===== src/rtl/id_exe_stage_hs.sv =====
// ID->EXE pipeline stage: valid/ready handshake, main register plus one skid entry, flush, link-dst override.
// Latency: 1 cycle from accepted input to out_valid; full throughput of one entry per cycle when streaming.
// Backpressure: in_ready is registered and drops only when both entries are held (SKID); flush reopens it.
module id_exe_stage_hs #(
   parameter int CTRL_W    = 12,
   parameter int PAYLOAD_W = 101,
   parameter int ADDR_W    = 5,
   parameter int LINK_REG  = 31,
   parameter int CNT_W     = 16
) (
   input  logic                 clk,
   input  logic                 reset,
   input  logic                 flush,
   input  logic                 in_valid,
   output logic                 in_ready,
   input  logic [CTRL_W-1:0]    in_ctrl,
   input  logic [PAYLOAD_W-1:0] in_payload,
   input  logic [ADDR_W-1:0]    in_dst,
   input  logic                 in_link,
   output logic                 out_valid,
   input  logic                 out_ready,
   output logic [CTRL_W-1:0]    out_ctrl,
   output logic [PAYLOAD_W-1:0] out_payload,
   output logic [ADDR_W-1:0]    out_dst,
   output logic                 out_link,
   output logic [CNT_W-1:0]     bubble_cnt
);

   typedef enum logic [1:0] {
      ST_EMPTY = 2'd0,
      ST_FULL  = 2'd1,
      ST_SKID  = 2'd2
   } state_t;

   state_t state;
   state_t state_nxt;

   // Main register M drives the outputs; skid register S absorbs the one
   // entry accepted while EXE stalls (in_ready is one cycle late).
   logic [CTRL_W-1:0]    m_ctrl;
   logic [PAYLOAD_W-1:0] m_payload;
   logic [ADDR_W-1:0]    m_dst;
   logic                 m_link;
   logic [CTRL_W-1:0]    s_ctrl;
   logic [PAYLOAD_W-1:0] s_payload;
   logic [ADDR_W-1:0]    s_dst;
   logic                 s_link;

   logic                 push;
   logic                 pop;
   logic [ADDR_W-1:0]    cap_dst;
   logic                 load_m_in;
   logic                 load_m_skid;
   logic                 load_s;
   logic                 out_valid_q;

   assign push    = in_valid & in_ready;
   assign pop     = out_valid_q & out_ready;
   assign cap_dst = in_link ? ADDR_W'(LINK_REG) : in_dst;

   // Next state and register-load strobes; flush wins over any push.
   always_comb begin
      state_nxt   = state;
      load_m_in   = 1'b0;
      load_m_skid = 1'b0;
      load_s      = 1'b0;
      if (flush) begin
         state_nxt = ST_EMPTY;
      end else begin
         case (state)
            ST_EMPTY: begin
               if (push) begin
                  state_nxt = ST_FULL;
                  load_m_in = 1'b1;
               end
            end
            ST_FULL: begin
               if (push && pop) begin
                  load_m_in = 1'b1;
               end else if (push) begin
                  state_nxt = ST_SKID;
                  load_s    = 1'b1;
               end else if (pop) begin
                  state_nxt = ST_EMPTY;
               end
            end
            ST_SKID: begin
               if (pop) begin
                  state_nxt   = ST_FULL;
                  load_m_skid = 1'b1;
               end
            end
            default: state_nxt = ST_EMPTY;
         endcase
      end
   end

   // State register with registered handshake outputs derived from the next state.
   always_ff @(posedge clk or negedge reset) begin
      if (!reset) begin
         state       <= ST_EMPTY;
         out_valid_q <= 1'b0;
         in_ready    <= 1'b1;
      end else begin
         state       <= state_nxt;
         out_valid_q <= (state_nxt != ST_EMPTY);
         in_ready    <= (state_nxt != ST_SKID);
      end
   end

   // Entry storage; a flushed entry needs no clearing since out_valid gates ctrl/link.
   always_ff @(posedge clk or negedge reset) begin
      if (!reset) begin
         m_ctrl    <= '0;
         m_payload <= '0;
         m_dst     <= '0;
         m_link    <= 1'b0;
         s_ctrl    <= '0;
         s_payload <= '0;
         s_dst     <= '0;
         s_link    <= 1'b0;
      end else begin
         if (load_m_in) begin
            m_ctrl    <= in_ctrl;
            m_payload <= in_payload;
            m_dst     <= cap_dst;
            m_link    <= in_link;
         end else if (load_m_skid) begin
            m_ctrl    <= s_ctrl;
            m_payload <= s_payload;
            m_dst     <= s_dst;
            m_link    <= s_link;
         end
         if (load_s) begin
            s_ctrl    <= in_ctrl;
            s_payload <= in_payload;
            s_dst     <= cap_dst;
            s_link    <= in_link;
         end
      end
   end

   // Saturating count of cycles where EXE was ready but got a bubble.
   always_ff @(posedge clk or negedge reset) begin
      if (!reset) begin
         bubble_cnt <= '0;
      end else if (out_ready && !out_valid_q && (bubble_cnt != {CNT_W{1'b1}})) begin
         bubble_cnt <= bubble_cnt + 1'b1;
      end
   end

   // Bubble zero-forcing keeps ctrl/link inert so EXE never writes on an empty slot.
   assign out_valid   = out_valid_q;
   assign out_ctrl    = out_valid_q ? m_ctrl : '0;
   assign out_link    = out_valid_q & m_link;
   assign out_payload = m_payload;
   assign out_dst     = m_dst;

endmodule


===== config.mk =====
export PLATFORM = sky130hd
export DESIGN_NAME = id_exe_stage_hs
export DESIGN_NICKNAME = d
export VERILOG_FILES = /design/src/rtl/id_exe_stage_hs.sv
export SDC_FILE = /design/constraint.sdc
export NUM_CORES = 1
export LEC_CHECK = 0
export CAP_MARGIN = 20
export CORE_MARGIN = 10
export CORE_UTILIZATION = 30
export CTS_CLUSTER_DIAMETER = 120
export DETAILED_ROUTE_END_ITERATION = 10
export MAX_ROUTING_LAYER = met4
export PLACE_DENSITY_LB_ADDON = 0.3
export SYNTH_ARGS = -nofsm -noshare
export SYNTH_HDL_FRONTEND = slang
export SYNTH_SLANG_ARGS = --single-unit
export TNS_END_PERCENT = 30

===== constraint.sdc =====
create_clock -name clk -period 2.51 [get_ports clk]
set_clock_uncertainty 0.1 [all_clocks]
set_input_delay 0.3765 -clock clk [delete_from_list [all_inputs] [get_ports clk]]
set_output_delay 0.3765 -clock clk [all_outputs]
set_load 0.02 [all_outputs]

# == Word level (Yosys, flattened, before mapping) ==
# Index checks and enable logic that the tools add are counted.
# word_totals
register_bits,258
in_bits,124
output_inout_bits,137
wordCells,54
# op_classes
n_addsub,1
eq_ne,4
muxes,27
n_bitwise,3
n_reduce_logical,7
# ops
operator,count
101-bit 2-to-1 mux,2
12-bit 2-to-1 mux,3
16-bit by 1-bit adder with 16-bit output (second input constant),1
16-bit inequality test (second input constant),1
5-bit 2-to-1 mux,3
2-bit 2-to-1 mux,6
1-bit 2-to-1 mux,11
2-bit case mux with 3 select lines,1
2-bit nonzero test,2
1-bit bitwise AND,3
1-bit logical AND,3
2-bit by 1-bit == test with 1-bit output (second input constant),1
2-bit == test (second input constant),1
2-bit logical NOT,1
2-bit inequality test (second input constant),1
1-bit case mux with 2 select lines,1
1-bit logical NOT,1

# == Longest topological paths before layout ==
# depth
ltp_word,7
depth_mapped,7
mapped_depth_nobuf,5

# == Worst setup path before layout ==
# No wires, ideal clock.
# synth_timing
path_type,register to register
startpoint,"register out_valid_q, in the netlist out_valid"
endpoint,register bubble_cnt[15]
setup_ps,130
t_arrival_ps,1729
required_ps,2280
path_slack_ps,550
stages_incl_launch_ff,6
path_buffers,1
synth_period_minus_slack_ps,1960
cell_sequence,dfrtp_1 buf_6 nand2b_1 nor4_4 or4b_1 xnor2_1
# synth_via
elab_chain_cells,3
# synth_rtl
element,line_no,rtl
from (decl),55,logic out_valid_q;
from (signal assigned),106,out_valid_q <= (state_nxt != ST_EMPTY);
1-bit logical NOT,147,end else if (out_ready && !out_valid_q && (bubble_cnt != {CNT_W{1'b1}})) begin
1-bit logical AND (2 in a row),147,
to (signal assigned),148,bubble_cnt <= bubble_cnt + 1'b1;
to (decl),26,output logic [CNT_W-1:0] bubble_cnt
# No other way between the ends.
# A chain may end at the register's enable or synchronous reset.

# == Worst setup path after layout ==
# layout_timing
startpoint,"register out_valid_q, in the netlist out_valid"
endpoint,output port out_link
# layout_via
elab_chain_cells,1
# layout_rtl
element,line_no,rtl
1-bit bitwise AND,155,assign out_link = out_valid_q & m_link;
to (decl),25,"output logic out_link,"
# No other way between the ends.

==> run summary <==
Critical path's top delay family - buffers and inverters
Largest net degree at the start of global routing - 88
Final setup vio count - 0
Syn nets - 894
Core Rows - 68
Routed wire length per instance - 19.1 microns
Tmin final - 2.39 ns
Switching Share - 0.299
Syn. warnings - 0
Num CTS Buffers - 30
Req. time, crit path - 2.03 ns
Relative slew slack - 0.506
Largest family of logic cells by synthesized area - compound AO/OA/AOI/OAI gates
Die H - 208 microns
Clock buffer depth - 3
Crit share post-route - 0.953
Via count - 7268
Power density cells - 1060 nW/um^2
Cells after Synth - 769
Worst VDD drop - 553 uV
Io pins - 261
Final worst slack - 0.118 ns
CTS root buf - clkbuf_16
Cell with the largest stage delay on the worst path - clkdlybuf4s50_1
Fin. max-slew vios - 0
Setup TNS - 0 ns
Antenna violations before repair - 1
Register bit total from synthesis - 258
Leakage - 7.04 nW
Total grt overflow - 0
Number of synthesized flops with an enable pin - 0
Hold Crit Class - primary input to async pin
CP Capture Type - primary output
Hold Slack - 0.334 ns
Sw power - 4.75 mW
Simple-Gate Fraction of Synth Area - 0.0411
CTS tree - done
CP bufs+invs - 1
Final RePlAce weighted congestion - 0.753
Post-synth cell types - 42
Die X - 208 microns
Starting density of the core - 0.306
Synth Area in Adders - 0.00118
DR pass1 iterations - 4
Later-pin clock latency in the skew report - 0.55 ns
CP arrival - 1.92 ns
Area Growth Syn to Fin - 41.3%
Sequence of cells on the critical path - and2_1 > clkdlybuf4s50_1
CP max FO - 19
Port bufs - 260
First-pass GRT wire length - 45.9 mm
Final count of hold timing violations - 0
Pint - 11.1 mW
Final Instance Area - 15000 sq um
Post-synth ARST share - 1.00
Sequential share of power - 0.426
Antenna-violating nets left - 0
Core ar. - 34700 sq um
Post-synthesis cell area - 10600 sq um
DIE AREA - 43300 sq um
Worst-Margin Slew - 0.741 ns
Initial DRC count - 446
Ys flop type - dfrtp_1
HPWL after DPL - 19.9 mm
Status - finished, final reports clean
FMAX - 0.418 GHz
DRT Wirelength - 29.0 mm
Clock sink count - 258
Clock power frac - 0.281
Post-Place Setup Slack - 0.169 ns
RSZ-0062 raised after global routing - false
Max cap viols - 0
Clock transition at path regs - 0.06 ns
Post-synthesis sequential area ratio - 0.608
Crit Path Category - register to primary output
Compound-Gate Fraction of Synth Area - 0.188
Mean Syn Cell Area - 13.8 sq um
Mux share of post-synthesis cell area - 0.126
Vias in the first global route - 7754
Final nets - 1161
CP peak stage delay - 0.62 ns
DRC Markers - 0
# H-tree levels - 1
Post-Synth XOR/XNOR Area - 0.00825
Worst Setup Start Kind - register
Area of placed instances - 14000 sq um
GRT Total Usage - 0.132
Mean number of vias per cell - 4.80
Comb pwr share - 0.294
Fraction of layout cells with a size suffix above 1 - 0.197
Setup Buffers After CTS - 0
Core Util, Final - 0.432
==> worst paths after layout <==
| kind | startpoint | endpoint | slack, ns | cells after the start |
|---|---|---|---|---|
| worst max-delay path | out_valid$_DFF_PN0_ | out_link | 0.12 | 2 |
| worst max register to register | out_valid$_DFF_PN0_ | bubble_cnt[15]$_DFFE_PN0P_ | 0.52 | 4 |
| worst min-delay path | reset | s_ctrl[7]$_DFFE_PN0P_ | 0.33 | 2 |
| max in group asynchronous | reset | in_ready$_DFF_PN1_ | 1.23 | 3 |
| worst min register to register | m_ctrl[10]$_DFFE_PN0P_ | m_ctrl[10]$_DFFE_PN0P_ | 0.37 | 1 |
| min in group clk | in_dst[1] | s_dst[1]$_DFFE_PN0P_ | 0.35 | 3 |
==> per-layer routing <==
layer,GRT usage,part of all wire
met5,-,0
met4,0.0326,0.019
met3,0.0344,0.060
met2,0.208,0.47
met1,0.167,0.46
==> stage by stage <==
step | cells | total power, mW
after global routing | 1515 | 16.8
after global placement | 1458 | 11.4
after detailed placement | 1458 | 11.6
after CTS | 1514 | 16.1
final | 1515 | 15.9
after floorplan | 769 | 9.21
==> kinds of logic after synthesis <==
family          Yosys count
flops                   258
compound gates          251
mux                     119
simple gates             71
buf+inv                  59
xor+xnor                 10
fa+ha+maj                 1
==> placed cells by master, fill, tap and decap left out, types with 3 or more instances in the layout <==
cell               n
a211oi_1           3
clkinv_2           9
dfrtp_1          256
clkbuf_8           5
a22o_1           114
nor3_1             6
and2_1            13
clkbuf_16         31
clkdlybuf4s50_1  259
buf_4             14
or2_2              3
nand4_1            3
a21o_1           114
mux2_2           116
o21ai_0           10
nor4_1             3
inv_1              3
mux2i_1            3
bufinv_16          3
xor2_1             7
nand2_1            9
buf_12            16
nand4b_1           4
nand3_1            4
nor2_1            13
xnor2_1            3
clkbuf_1           5
==> what timing repair did <==
action | 4_1_cts | 5_1_grt
endpoints found under the setup margin | 14 | 7
hold endpoints to repair | 75 | 0
cloned | 0 | 0
hold buffers | 1 | 0
gates resized for setup | 1 | 1
==> flip-flops by register name, indices dropped and copies added, names as in the netlist <==
signal,count
in_ready,1
m_ctrl,12
s_payload,101
state,2
m_link,1
out_valid,1
s_ctrl,12
s_link,1
out_payload,101
bubble_cnt,16
s_dst,5
out_dst,5
==> Yosys cell counts (all sizes together), types with 4 or more instances <==
| library cell | instances | share of area |
|---|---|---|
| nand4 | 4 | 0.0029 |
| a21o | 114 | 0.081 |
| dfrtp | 257 | 0.61 |
| nand3 | 4 | 0.0019 |
| a22o | 114 | 0.094 |
| nand4b | 4 | 0.0033 |
| buf | 31 | 0.017 |
| mux2 | 116 | 0.12 |
| nand2 | 9 | 0.0032 |
| o21ai | 10 | 0.0047 |
| xor2 | 7 | 0.0058 |
| clkbuf | 25 | 0.0088 |
| nor3 | 6 | 0.0028 |
| nor2 | 15 | 0.0055 |
| nor4 | 6 | 0.0070 |
| and2 | 13 | 0.0077 |
==> power groups by stage <==
stage	sequential, mW	clock, mW	combinational [mW]
2_1_floorplan	7.36	0	1.85
3_3_place_gp	6.76	0	4.66
3_5_place_dp	6.82	0	4.75
4_1_cts	6.76	4.60	4.76
5_1_grt	7.00	4.76	5.01
6_report	6.76	4.46	4.66
==> final cells by class <==
class | instances | area [sq um]
inverter | 3 | 11.3
timing repair buffer | 291 | 3040
tap | 455 | 569
sequential | 258 | 6460
antenna | 1 | 2.50
multi-input combinational | 452 | 3890
clock inverter | 14 | 151
fill | 3186 | 19700
clock buffer | 41 | 863
Power figures use the tool's default switching activity.
